### config.mk
export PLATFORM = sky130hd
export DESIGN_NAME = thread_state
export DESIGN_NICKNAME = d
export VERILOG_FILES = /design/src/rtl/thread_state_pkg.sv /design/src/rtl/thread_state_next.sv /design/src/rtl/thread_state.sv
export SDC_FILE = /design/constraint.sdc
export NUM_CORES = 1
export LEC_CHECK = 0
export BUFFER_PORTS_ARGS = -buffer_cell sky130_fd_sc_hd__buf_4
export CAP_MARGIN = 20
export CORE_ASPECT_RATIO = 0.6
export CORE_UTILIZATION = 59
export DETAILED_ROUTE_END_ITERATION = 8
export GPL_TIMING_DRIVEN = 1
export PLACE_DENSITY = 0.85
export REMOVE_ABC_BUFFERS = 1
export SLEW_MARGIN = 0
export SYNTH_ARGS = -nofsm -noshare
export SYNTH_HDL_FRONTEND = slang
export SYNTH_SLANG_ARGS = --single-unit
### constraint.sdc
create_clock -name CLK -period 3.04 [get_ports CLK]
set_input_delay 0.152 -clock CLK [delete_from_list [all_inputs] [get_ports CLK]]
set_output_delay 0.152 -clock CLK [all_outputs]
set_load 0.02 [all_outputs]
### src/rtl/thread_state_pkg.sv
// Shared md5crypt thread-state encodings and the thread-number width helper.
package thread_state_pkg;

    localparam int THREAD_STATE_MSB = 1;

    localparam logic [THREAD_STATE_MSB:0] THREAD_STATE_NONE   = 2'd0;
    localparam logic [THREAD_STATE_MSB:0] THREAD_STATE_WR_RDY = 2'd1;
    localparam logic [THREAD_STATE_MSB:0] THREAD_STATE_RD_RDY = 2'd2;
    localparam logic [THREAD_STATE_MSB:0] THREAD_STATE_BUSY   = 2'd3;

    // MSB index needed to hold the value v (at least bit 0).
    function automatic int msb(input int v);
        return (v <= 1) ? 0 : $clog2(v + 1) - 1;
    endfunction

endpackage

### src/rtl/thread_state_next.sv
// Thread-number successor: walks threads core-interleaved (stride N_CORES),
// wraps to 0 and never yields a number >= N_THREADS.
module next_thread_num #(
    parameter int N_CORES       = 1,
    parameter int N_THREADS     = 8,
    parameter int N_THREADS_MSB = 2
) (
    input  logic [N_THREADS_MSB:0] i_num,
    output logic [N_THREADS_MSB:0] o_next
);

    localparam int NUM_W = N_THREADS_MSB + 1;

    int w_step;

    always_comb begin
        w_step = 32'(i_num) + N_CORES;
        // End of one core's stride: move to the next core's first thread.
        if (w_step >= N_THREADS) begin
            w_step = (32'(i_num) % N_CORES) + 1;
            if (w_step >= N_CORES || w_step >= N_THREADS)
                w_step = 0;
        end
        o_next = NUM_W'(w_step);
    end

endmodule

### src/rtl/thread_state.sv
// Per-thread state RAM for one md5crypt CPU: init walk, CPU/unit write merge,
// registered look-ahead read and a round-robin RD_RDY scanner.
module thread_state
    import thread_state_pkg::*;
#(
    parameter int N_CORES       = 1,
    parameter int N_THREADS     = 8,
    parameter int N_THREADS_MSB = msb(N_THREADS - 1)
) (
    input  logic                        CLK,
    input  logic                        RST,
    input  logic [N_THREADS_MSB:0]      ts_rd_num,
    output logic [THREAD_STATE_MSB:0]   ts_rd,
    input  logic                        cpu_wr_en,
    input  logic [N_THREADS_MSB:0]      cpu_wr_num,
    input  logic [THREAD_STATE_MSB:0]   cpu_wr_state,
    input  logic                        unit_wr_en,
    input  logic [N_THREADS_MSB:0]      unit_wr_num,
    input  logic [THREAD_STATE_MSB:0]   unit_wr_state,
    output logic                        unit_wr_rdy,
    output logic [N_THREADS_MSB:0]      rdrdy_num,
    output logic                        rdrdy_valid,
    input  logic                        rdrdy_ack,
    output logic                        init_done
);

    logic [THREAD_STATE_MSB:0] r_mem [N_THREADS];

    logic [N_THREADS_MSB:0]    r_init_cnt, w_init_nxt;
    logic                      r_init_busy, r_init_done;
    logic                      r_held_vld;
    logic [N_THREADS_MSB:0]    r_held_num;
    logic [THREAD_STATE_MSB:0] r_held_state;
    logic [N_THREADS_MSB:0]    r_scan_num, w_scan_nxt, r_rdrdy_num;
    logic                      r_rdrdy_valid;
    logic [THREAD_STATE_MSB:0] r_ts_rd, w_scan_state;

    logic                      w_cpu_wr, w_unit_rdy, w_unit_commit, w_we;
    logic [N_THREADS_MSB:0]    w_wnum;
    logic [THREAD_STATE_MSB:0] w_wdata;

    next_thread_num #(.N_CORES(N_CORES), .N_THREADS(N_THREADS), .N_THREADS_MSB(N_THREADS_MSB))
        u_init_next (.i_num(r_init_cnt), .o_next(w_init_nxt));

    next_thread_num #(.N_CORES(N_CORES), .N_THREADS(N_THREADS), .N_THREADS_MSB(N_THREADS_MSB))
        u_scan_next (.i_num(r_scan_num), .o_next(w_scan_nxt));

    assign w_cpu_wr      = cpu_wr_en & r_init_done;
    assign w_unit_rdy    = r_init_done & ~r_held_vld;
    assign w_unit_commit = r_held_vld & ~w_cpu_wr;

    // Single write port: init, then CPU (never stalls), then the held unit write.
    always_comb begin
        w_we    = 1'b0;
        w_wnum  = r_init_cnt;
        w_wdata = THREAD_STATE_WR_RDY;
        if (r_init_busy) begin
            w_we = 1'b1;
        end else if (w_cpu_wr) begin
            w_we    = 1'b1;
            w_wnum  = cpu_wr_num;
            w_wdata = cpu_wr_state;
        end else if (w_unit_commit) begin
            w_we    = 1'b1;
            w_wnum  = r_held_num;
            w_wdata = r_held_state;
        end
    end

    always_ff @(posedge CLK) begin
        if (w_we && 32'(w_wnum) < N_THREADS)
            r_mem[w_wnum] <= w_wdata;
    end

    assign w_scan_state = (32'(r_scan_num) < N_THREADS) ? r_mem[r_scan_num] : THREAD_STATE_NONE;

    // init_done trails the last init write by one cycle.
    always_ff @(posedge CLK) begin
        if (RST) begin
            r_init_cnt  <= '0;
            r_init_busy <= 1'b1;
            r_init_done <= 1'b0;
        end else begin
            if (r_init_busy) begin
                r_init_cnt <= w_init_nxt;
                if (w_init_nxt == '0)
                    r_init_busy <= 1'b0;
            end
            r_init_done <= r_init_done | ~r_init_busy;
        end
    end

    always_ff @(posedge CLK) begin
        if (RST) begin
            r_held_vld   <= 1'b0;
            r_held_num   <= '0;
            r_held_state <= '0;
        end else if (w_unit_commit) begin
            r_held_vld <= 1'b0;
        end else if (unit_wr_en && w_unit_rdy) begin
            r_held_vld   <= 1'b1;
            r_held_num   <= unit_wr_num;
            r_held_state <= unit_wr_state;
        end
    end

    always_ff @(posedge CLK) begin
        if (RST)
            r_ts_rd <= '0;
        else
            r_ts_rd <= (32'(ts_rd_num) < N_THREADS) ? r_mem[ts_rd_num] : THREAD_STATE_NONE;
    end

    // Scanner parks on a reported thread and resumes past it on ack.
    always_ff @(posedge CLK) begin
        if (RST) begin
            r_scan_num    <= '0;
            r_rdrdy_num   <= '0;
            r_rdrdy_valid <= 1'b0;
        end else if (r_rdrdy_valid) begin
            if (rdrdy_ack) begin
                r_rdrdy_valid <= 1'b0;
                r_scan_num    <= w_scan_nxt;
            end
        end else if (r_init_done && w_scan_state == THREAD_STATE_RD_RDY) begin
            r_rdrdy_num   <= r_scan_num;
            r_rdrdy_valid <= 1'b1;
        end else begin
            r_scan_num <= w_scan_nxt;
        end
    end

    assign ts_rd       = r_ts_rd;
    assign unit_wr_rdy = w_unit_rdy;
    assign rdrdy_num   = r_rdrdy_num;
    assign rdrdy_valid = r_rdrdy_valid;
    assign init_done   = r_init_done;

endmodule
==> metrics.yaml <==
run_status:
  status: "finished, final reports clean"
power:
  power_leakage_nw: 0.7560
  power_per_cell_area_mw_per_mm2: 529.4
  p_total_mw: 1.090
  ir_worst_vdd_v: 0.0003481
grt:
  grt.total_usage_pct: 27.49
  grt_pass1_wl_microns: 5906
  grt_pass1_vias: 1169
  grt_max_degree: 24
  antenna_found_initial: 0
  gr-total-overflow: 0
setup_path:
  r2r_start: "init_done"
  startpoint_type: "flip-flop"
  reg2reg_slack_ns: 1.15
  cp-startpoint: "init_done"
  worst-setup-path-type: "flip-flop to flip-flop"
  rr_endpoint: "r_mem[0][0]"
  cp.depth: 4
  reg2reg_depth: 4
  crit_chain: "nand2_1, o22a_1, o22a_1, nor3_1"
  path_delay_family: "simple AND/OR/NAND/NOR gates"
  path_buf_inv: 0
  required_ns: 3.01
  critPathCaptureType: "flip-flop"
  cp_slowest_cell: "dfxtp_1"
  crit_fanout: 9
  cp_common_cell: "o22a_1"
  cp_data_arrival_time_ns: 1.86
  worst_path_largest_cell_delay_ns: 0.49
clock_network:
  worstSkewPairLatency_ns: 0.29
  cts_tree: "built"
  cts.sinks: 39
  h-tree-depth: 2
  post_cts_buffers: 0
  clk_pin_slew_ns: 0.08
  ctsLongestPathBuffers: 2
  cts_hold_buf: 0
  cts-root-buf: "clkbuf_8"
  numCtsBuffers: 5
  cts_resized: 0
die:
  core-area_sq_mm: 0.002645
  row_count: 14
  start_util_pct: 65.42
  fp.dieH_microns: 43.95
  dieArea_sq_mm: 0.003161
  die_w_microns: 71.92
  ios: 26
route:
  first_pass_iters: 4
  routed_via_density: 5.878
  drt-initial-drc-count: 84
  drt-total-wl_microns: 3731
  vias: 1305
  detail-route-antenna-nets: 0
  wl_per_cell_microns: 16.81
  drc_errors: 0
layout:
  drive_above_1_share_pct: 23.08
  layout_commonest_cell: "buf_4"
  syn_to_final_growth_pct: 19.02
  n_fill_cell: 162
  post-route-util_pct: 77.86
  final_cell_mix: "buf_4, dfxtp_1, nor2_1, edfxtp_1, a21oi_1"
  diodes: 0
  fin_nets: 201
timing:
  period_share_pct: 62.22
  hold_viol: 0
  max_freq_mhz: 528.7
  setup_viol: 0
  timing.hold.ws_ns: 0.1244
  finalCriticalPeriod_ns: 1.891
  timing.final.ws_setup_ns: 1.149
  worst_pin_slew_ns: 0.5866
  finalClockSkew_ns: 0.008293
  max_slew_margin_pct: 60.89
  rsz0062_at_grt: "false"
  slew_viol_final: 0
  fin_setup_tns_ns: 0
min_path:
  hold_path_class: "primary input to flip-flop"
  min_to: "r_held_num[0]"
  worstHoldPathCells: 3
  hp-start: "unit_wr_num[0]"
logic_synthesis:
  synth_cell_types: 30
  syn_inst: 153
  synth.avg_cell_area_sq_um: 11.31
  seq_area_frac_synth_pct: 54.37
  yosys_warnings: 0
  synthMuxAreaShare_pct: 13.81
  ys_ff_latch: 39
  synth-compound-area-share_pct: 11.57
  syn-cell-area_sq_mm: 0.001730
  synthAdderAreaFrac_pct: 1.446
  synth-xor-area-share_pct: 0.5061
  synth-simple-area-share_pct: 16.49
  synth_top_family_by_area: "simple AND/OR/NAND/NOR gates"
flow_run:
  max_cap_violations: 0
placed_design:
  place_hpwl_microns: 2767
  place_ws_ns: 1.223
  place_congestion: 0.7707
  io_buffer_count: 25
[synthesized netlist by cell type]
library cell / number / area, sq um
nand2_1: 12 / 45.04
clkbuf_1: 3 / 11.26
a21oi_1: 13 / 65.06
nand3b_1: 4 / 30.03
xnor2_1: 1 / 8.760
nor3_1: 4 / 20.02
ha_1: 2 / 25.02
o22ai_1: 2 / 12.51
mux2_4: 2 / 30.03
nor2_1: 17 / 63.81
o22ai_4: 1 / 20.02
nand3_1: 9 / 45.04
a211oi_1: 1 / 7.510
nand2b_1: 10 / 62.56
buf_2: 1 / 5.000
a21o_1: 1 / 7.510
dfxtp_1: 23 / 460.4
mux4_2: 5 / 112.6
edfxtp_1: 16 / 480.5
a21bo_2: 1 / 10.01
nor2b_1: 1 / 6.260
a21oi_4: 1 / 16.27
and3_1: 1 / 6.260
o21ai_0: 4 / 20.02
or3_1: 1 / 6.260
a31oi_1: 1 / 6.260
inv_1: 4 / 15.01
mux4_1: 1 / 26.28
o22a_1: 4 / 35.03
mux2i_1: 7 / 70.07
[layer usage]
| layer | part of all wire, % | wire length (microns) | track usage [%] |
|---|---|---|---|
| met5 | 0 | 0 | 0 |
| met1 | 45 | 1674 | 38.15 |
| met4 | 0.51 | 19 | 7.059 |
| met3 | 11 | 397 | 12.33 |
| met2 | 44 | 1639 | 39.81 |
[power breakdown]
part | internal [mW] | leakage (nW) | switching [mW]
Clock | 0.240 | 0.0556 | 0.177
Sequential | 0.563 | 0.322 | 0.0184
Combinational | 0.0469 | 0.378 | 0.0453
Total | 0.850 | 0.756 | 0.241
[state kept, by name (all words and copies together) (netlist names), named ones only]
register	count
r_init_cnt	3
r_scan_num	3
r_held_num	3
r_init_busy	1
init_done	1
ts_rd	2
r_mem	16
r_held_state	2
rdrdy_num	3
rdrdy_valid	1
r_held_vld	1
[worst register-to-register path: cells and delay by family, from the launching register on]
kind               cells  cell delay [ns]
AOI/OAI and AO/OA      2             0.51
DFF                    1             0.49
and+or+nand+nor        2             0.56
[stage by stage]
| step | instances | instance area [sq um] |
|---|---|---|
| 2_1_floorplan | 149 | 1714 |
| 3_3_place_gp | 214 | 1952 |
| 3_5_place_dp | 214 | 1952 |
| 4_1_cts | 222 | 2059 |
| 5_1_grt | 222 | 2059 |
| 6_report | 222 | 2059 |
[worst max-delay path by stage]
stage / endpoint / slack, ns
3_3_place_gp: flip-flop / 1.25
5_1_grt: r_mem[0][1] / 1.06
2_1_floorplan: r_mem[0][0] / 1.27
3_5_place_dp: r_mem[3][1] / 1.22
4_1_cts: r_mem[0][1] / 1.20
6_report: r_mem[0][0] / 1.15
[cell type report]
class / instances / area, sq um / area share (%)
tap: 40 / 50.05 / 2.430
clock buffer: 5 / 68.82 / 3.341
multi-input combinational: 106 / 758.2 / 36.82
clock inverter: 3 / 38.79 / 1.883
sequential: 39 / 940.9 / 45.69
timing repair buffer: 25 / 187.7 / 9.113
inverter: 4 / 15.01 / 0.7290
[kinds of logic (layout without fill, tap and decap cells)]
family,after synthesis,after routing
flip-flops,39,39
AND/OR/NAND/NOR,59,59
buffers and inverters,8,37
adder cells (fa/ha/maj),2,2
multiplexers,15,15
XOR/XNOR,1,1
AO/OA/AOI/OAI,29,29
Power figures use the tool's default switching activity.
